[src/rtl/mux4_rr_arbiter.sv]
// mux4_rr_arbiter: round-robin burst arbiter steering a 4:1 data mux into a registered valid/ready stage.
// Define MUX4_ARB_BURST_LIMIT_EN to force a release after MAX_BURST accepted beats.
module mux4_rr_arbiter #(
    parameter int MAX_BURST = 4,
    parameter int CNT_W     = 4
) (
    input  logic       clk,
    input  logic       rst_n,
    input  logic [3:0] req,
    input  logic [3:0] data_a,
    input  logic [3:0] data_b,
    input  logic [3:0] data_c,
    input  logic [3:0] data_d,
    output logic [3:0] gnt,
    output logic [3:0] ack,
    output logic [3:0] out_data,
    output logic [1:0] out_src,
    output logic       out_valid,
    input  logic       out_ready
);
    typedef enum logic {IDLE, GRANT} state_t;

    localparam logic [CNT_W-1:0] LAST = CNT_W'(MAX_BURST - 1);

    state_t           state, state_nxt;
    logic [3:0]       gnt_nxt, mux_data;
    logic [1:0]       rr_ptr, rr_nxt, sel, win;
    logic [CNT_W-1:0] cnt, cnt_nxt;
    logic             space, accept, at_last, rel;

    assign sel      = {gnt[3] | gnt[2], gnt[3] | gnt[1]};
    assign space    = !out_valid || out_ready;
    assign ack      = (state == GRANT) ? (gnt & req & {4{space}}) : 4'b0;
    assign accept   = |ack;
    assign at_last  = (cnt == LAST);
    assign mux_data = sel[1] ? (sel[0] ? data_d : data_c) : (sel[0] ? data_b : data_a);

    // Scan from farthest to nearest so the requester just after rr_ptr wins.
    always_comb begin
        win = rr_ptr;
        for (int k = 4; k >= 1; k--)
            if (req[rr_ptr + 2'(k)]) win = rr_ptr + 2'(k);
    end

    always_comb begin
        state_nxt = state;
        gnt_nxt   = gnt;
        rr_nxt    = rr_ptr;
        cnt_nxt   = cnt;
`ifdef MUX4_ARB_BURST_LIMIT_EN
        rel = (!accept && !req[sel]) || (accept && at_last);
`else
        rel = !accept && !req[sel];
`endif
        if (state == IDLE) begin
            if (|req) begin
                gnt_nxt   = 4'b0001 << win;
                cnt_nxt   = '0;
                state_nxt = GRANT;
            end
        end else begin
            if (accept && !at_last) cnt_nxt = cnt + 1'b1;
            if (rel) begin
                gnt_nxt   = 4'b0;
                rr_nxt    = sel;
                state_nxt = IDLE;
            end
        end
    end

    always_ff @(posedge clk or negedge rst_n) begin
        if (!rst_n) begin
            state     <= IDLE;
            gnt       <= 4'b0;
            rr_ptr    <= 2'd3;
            cnt       <= '0;
            out_data  <= 4'b0;
            out_src   <= 2'd0;
            out_valid <= 1'b0;
        end else begin
            state  <= state_nxt;
            gnt    <= gnt_nxt;
            rr_ptr <= rr_nxt;
            cnt    <= cnt_nxt;
            // A same-cycle accept overwrites the draining beat, keeping full throughput.
            if (accept) begin
                out_data  <= mux_data;
                out_src   <= sel;
                out_valid <= 1'b1;
            end else if (out_ready) begin
                out_valid <= 1'b0;
            end
        end
    end
endmodule
[config.mk]
export PLATFORM = sky130hd
export DESIGN_NAME = mux4_rr_arbiter
export DESIGN_NICKNAME = d
export VERILOG_FILES = /design/src/rtl/mux4_rr_arbiter.sv
export SDC_FILE = /design/constraint.sdc
export NUM_CORES = 1
export LEC_CHECK = 0
export CAP_MARGIN = 25
export CORE_UTILIZATION = 40
export CTS_CLUSTER_DIAMETER = 50
export DETAILED_ROUTE_END_ITERATION = 10
export PLACE_DENSITY = 0.82
export SYNTH_ARGS = -nofsm -noshare
export SYNTH_HDL_FRONTEND = slang
export SYNTH_SLANG_ARGS = --single-unit
[constraint.sdc]
create_clock -name clk -period 1.9 [get_ports clk]
set_input_delay 0.38 -clock clk [delete_from_list [all_inputs] [get_ports clk]]
set_output_delay 0.38 -clock clk [all_outputs]
set_load 0.01 [all_outputs]
==> out/summary.json <==
{
  "r2r_end": "rr_ptr[1]$_DFFE_PN1P_",
  "end_kind": "output pin",
  "clock-skew-final_ns": 0.00350,
  "fillCellCount": 173,
  "dp_hpwl_um": 1850,
  "cts.hold.buffers_added": 0,
  "synth.lib_cells_used.distinct": 31,
  "timing.max_cap.violations": 0,
  "setup-violations-final": 0,
  "crit_arrival_ns": 1.44,
  "ys_ff_latch": 14,
  "critPathRequiredTime_ns": 1.52,
  "netlist_area_um2": 920,
  "synth_area_per_cell_um2": 8.93,
  "buffer_ports.inserted": 37,
  "first_global_vias": 880,
  "totalWireLength_um": 2400,
  "finish.instance_area_um2": 1390,
  "syn_inst": 103,
  "global_route.peak_usage_layer": "met2",
  "drt-pass1-iter-count": 4,
  "leakage_uw": 0.000597,
  "layout.cells.most_common_list": "sky130_fd_sc_hd__clkdlybuf4s50_1 (33), sky130_fd_sc_hd__nand2_1 (17), sky130_fd_sc_hd__buf_4 (12)",
  "die_area_um2": 2500,
  "drtIter0Drc": 34,
  "max-vdd-ir-drop_mv": 0.679,
  "share_seq_of_total_power": 0.332,
  "worst_slew_margin_rel": 0.565,
  "final_nets": 171,
  "clock_sink_count": 14,
  "dieWidth_um": 50.0,
  "met3_use_gr": 0.0278,
  "core_area_um2": 2060,
  "clkPwrFrac": 0.123,
  "total_power_uw": 1700,
  "timing.hold.worst_path_depth": 2,
  "globalplace.congestion": 0.801,
  "yosys_warnings": 0,
  "effective_utilization_at_floorplan": 0.446,
  "clkSlewWorstSetupHoldPaths_ns": 0.08,
  "layout_cells_sized_above_1": 0.170,
  "globalRouteOverflowTotal": 0,
  "antenna_found_initial": 0,
  "period_share": 0.956,
  "clock_path_buffers": 2,
  "antenna_cells": 0,
  "worst_hold_path.endpoint": "out_src[0]$_DFFE_PN0P_",
  "io_pins": 38,
  "fin_crit_ns": 1.82,
  "min_path_type": "flop to flop",
  "fp-row-count": 16,
  "unrepaired_setup_endpoints_after_global_routing": "false",
  "track_usage": 0.213,
  "cts_max_level": 1,
  "dr_total_vias": 933,
  "fmax_mhz": 551,
  "grt_first_pass_wirelength_um": 3980,
  "drc": 0,
  "layout-area-overhead-vs-synth_pct": 51.6,
  "hold_viol": 0,
  "swShare": 0.377,
  "cts_made_buffers": 3,
  "root_buffer": "sky130_fd_sc_hd__clkbuf_4",
  "pins_over_their_slew_limit": 0,
  "clock_tree_from_tritoncts": "done",
  "power.density_cell_area_nw_per_um2": 1220,
  "worst-setup-path-type": "input port to output pin",
  "synth_fp_nets": 126,
  "r2r_start": "gnt[2]$_DFFE_PN0P_",
  "wl_per_cell_um": 13.8,
  "timing.critical_path.fanout_max": 4,
  "final_common_cell": "sky130_fd_sc_hd__clkdlybuf4s50_1",
  "synth-seq-area-share": 0.384,
  "timing.reg2reg.setup_slack_ns": 0.27,
  "dieHeight_um": 50.0,
  "dpl_cell_area_um2": 1360,
  "p_sw_uw": 641,
  "largest_net_degree_at_the_start_of_global_routing": 15,
  "internal_power_uw": 1060,
  "share_comb_of_total_power": 0.545,
  "worstMarginPinSlew_ns": 0.650,
  "ant_nets": 0,
  "startpoint_class_of_the_critical_path": "input port",
  "hold_start": "out_src[0]$_DFFE_PN0P_",
  "reg2regPathDepth": 4,
  "drt-vias-per-instance": 5.36,
  "run_status": "finished, final reports clean",
  "clock_insertion_delay_worst_skew_ns": 0.27,
  "global_route.usage.met1": 0.258,
  "grt_use_met2": 0.369
}
sequential cells by signal, summed over array words and instances, names as in the netlist:
| name | flops |
|---|---|
| out_data | 4 |
| rr_ptr | 2 |
| state | 1 |
| out_src | 2 |
| out_valid | 1 |
| gnt | 4 |
how the worst max path moves through the flow:
stage	startpoint	end	depth (start not counted)
floorplan	gnt[2]$_DFFE_PN0P_	rr_ptr[1]$_DFFE_PN1P_	6
global placement	out_ready	ack[3]	5
detailed placement	out_ready	ack[2]	5
CTS	gnt[2]$_DFFE_PN0P_	gnt[2]	1
global route	out_ready	ack[3]	5
finish	out_ready	ack[1]	5
critical path, cell delays in order:
cell and delay (ns):
sky130_fd_sc_hd__clkdlybuf4s50_1 0.45, sky130_fd_sc_hd__nand2b_4 0.13, sky130_fd_sc_hd__nand2_1 0.10, sky130_fd_sc_hd__nor2_1 0.11
sky130_fd_sc_hd__dlygate4sd2_1 0.26
per-layer routing:
metal  share of wire  wire (um)  vias up
li1                -          -      461
met1            0.44       1050      427
met2            0.49       1180       39
met3           0.047        112        6
met4           0.025         61        0
met5               0          0        -
power by group through the flow:
stage | Sequential [uW] | Clock [uW] | Combinational [uW]
final | 564 | 210 | 927
after detailed placement | 561 | 0 | 923
after floorplan | 539 | 0 | 568
after global routing | 582 | 232 | 1010
after global placement | 549 | 0 | 894
after CTS | 561 | 216 | 927
synthesized netlist by cell type:
| cell type | count | area share |
|---|---|---|
| sky130_fd_sc_hd__a21oi_1 | 4 | 0.022 |
| sky130_fd_sc_hd__a221o_1 | 1 | 0.011 |
| sky130_fd_sc_hd__a221oi_1 | 1 | 0.0095 |
| sky130_fd_sc_hd__a22o_1 | 4 | 0.038 |
| sky130_fd_sc_hd__a22oi_1 | 2 | 0.016 |
| sky130_fd_sc_hd__and2_1 | 1 | 0.0068 |
| sky130_fd_sc_hd__and3_1 | 1 | 0.0068 |
| sky130_fd_sc_hd__buf_2 | 6 | 0.033 |
| sky130_fd_sc_hd__buf_6 | 2 | 0.024 |
| sky130_fd_sc_hd__clkbuf_2 | 1 | 0.0054 |
| sky130_fd_sc_hd__dfrtp_1 | 12 | 0.33 |
| sky130_fd_sc_hd__dfstp_2 | 2 | 0.057 |
| sky130_fd_sc_hd__inv_1 | 1 | 0.0041 |
| sky130_fd_sc_hd__mux2_1 | 1 | 0.012 |
| sky130_fd_sc_hd__mux2_2 | 2 | 0.024 |
| sky130_fd_sc_hd__mux2_4 | 1 | 0.016 |
| sky130_fd_sc_hd__mux2i_1 | 5 | 0.054 |
| sky130_fd_sc_hd__nand2_1 | 17 | 0.069 |
| sky130_fd_sc_hd__nand2b_1 | 7 | 0.048 |
| sky130_fd_sc_hd__nor2_1 | 8 | 0.033 |
| sky130_fd_sc_hd__nor2b_1 | 1 | 0.0068 |
| sky130_fd_sc_hd__nor3b_1 | 1 | 0.0082 |
| sky130_fd_sc_hd__o211a_1 | 1 | 0.011 |
| sky130_fd_sc_hd__o211ai_2 | 1 | 0.014 |
| sky130_fd_sc_hd__o21a_1 | 1 | 0.0082 |
| sky130_fd_sc_hd__o21ai_0 | 9 | 0.049 |
| sky130_fd_sc_hd__o22a_1 | 2 | 0.019 |
| sky130_fd_sc_hd__o22ai_1 | 2 | 0.014 |
| sky130_fd_sc_hd__o32ai_1 | 4 | 0.038 |
| sky130_fd_sc_hd__or2_1 | 1 | 0.0068 |
| sky130_fd_sc_hd__or4_1 | 1 | 0.0082 |
what timing repair did:
action,CTS,global route
endpoints found under the setup margin,4,3
resized for setup,5,4
setup buffers,0,0
logic make-up after synthesis:
logic type | count (synthesis) | share of synthesized area
simple gates | 38 | 0.193
compound gates | 32 | 0.249
buf+inv | 10 | 0.0667
mux | 9 | 0.107
flops | 14 | 0.384
layout make-up:
class,instances,area (um2),share of cell area
Multi-Input combinational cell,79,513,0.368
Sequential cell,14,354,0.254
Clock buffer,4,36.3,0.0260
Timing Repair Buffer,49,453,0.325
Tap cell,27,33.8,0.0242
Inverter,1,3.75,0.00269
metrics by stage:
stage / setup slack, ns / hold WS (ns) / util / setup TNS (ns) / instances
finish: 0.0840 / 0.492 / 0.676 / 0 / 174
global route: 0.00448 / 0.527 / 0.676 / 0 / 174
floorplan: 0.278 / 0.0844 / - / 0 / 103
CTS: 0.0419 / 0.497 / 0.677 / 0 / 174
detailed placement: -0.286 / 0.476 / 0.658 / -1.41 / 170
global placement: -0.226 / 0.467 / 0.658 / -1.24 / 170
(Power assumes the default switching activity.)
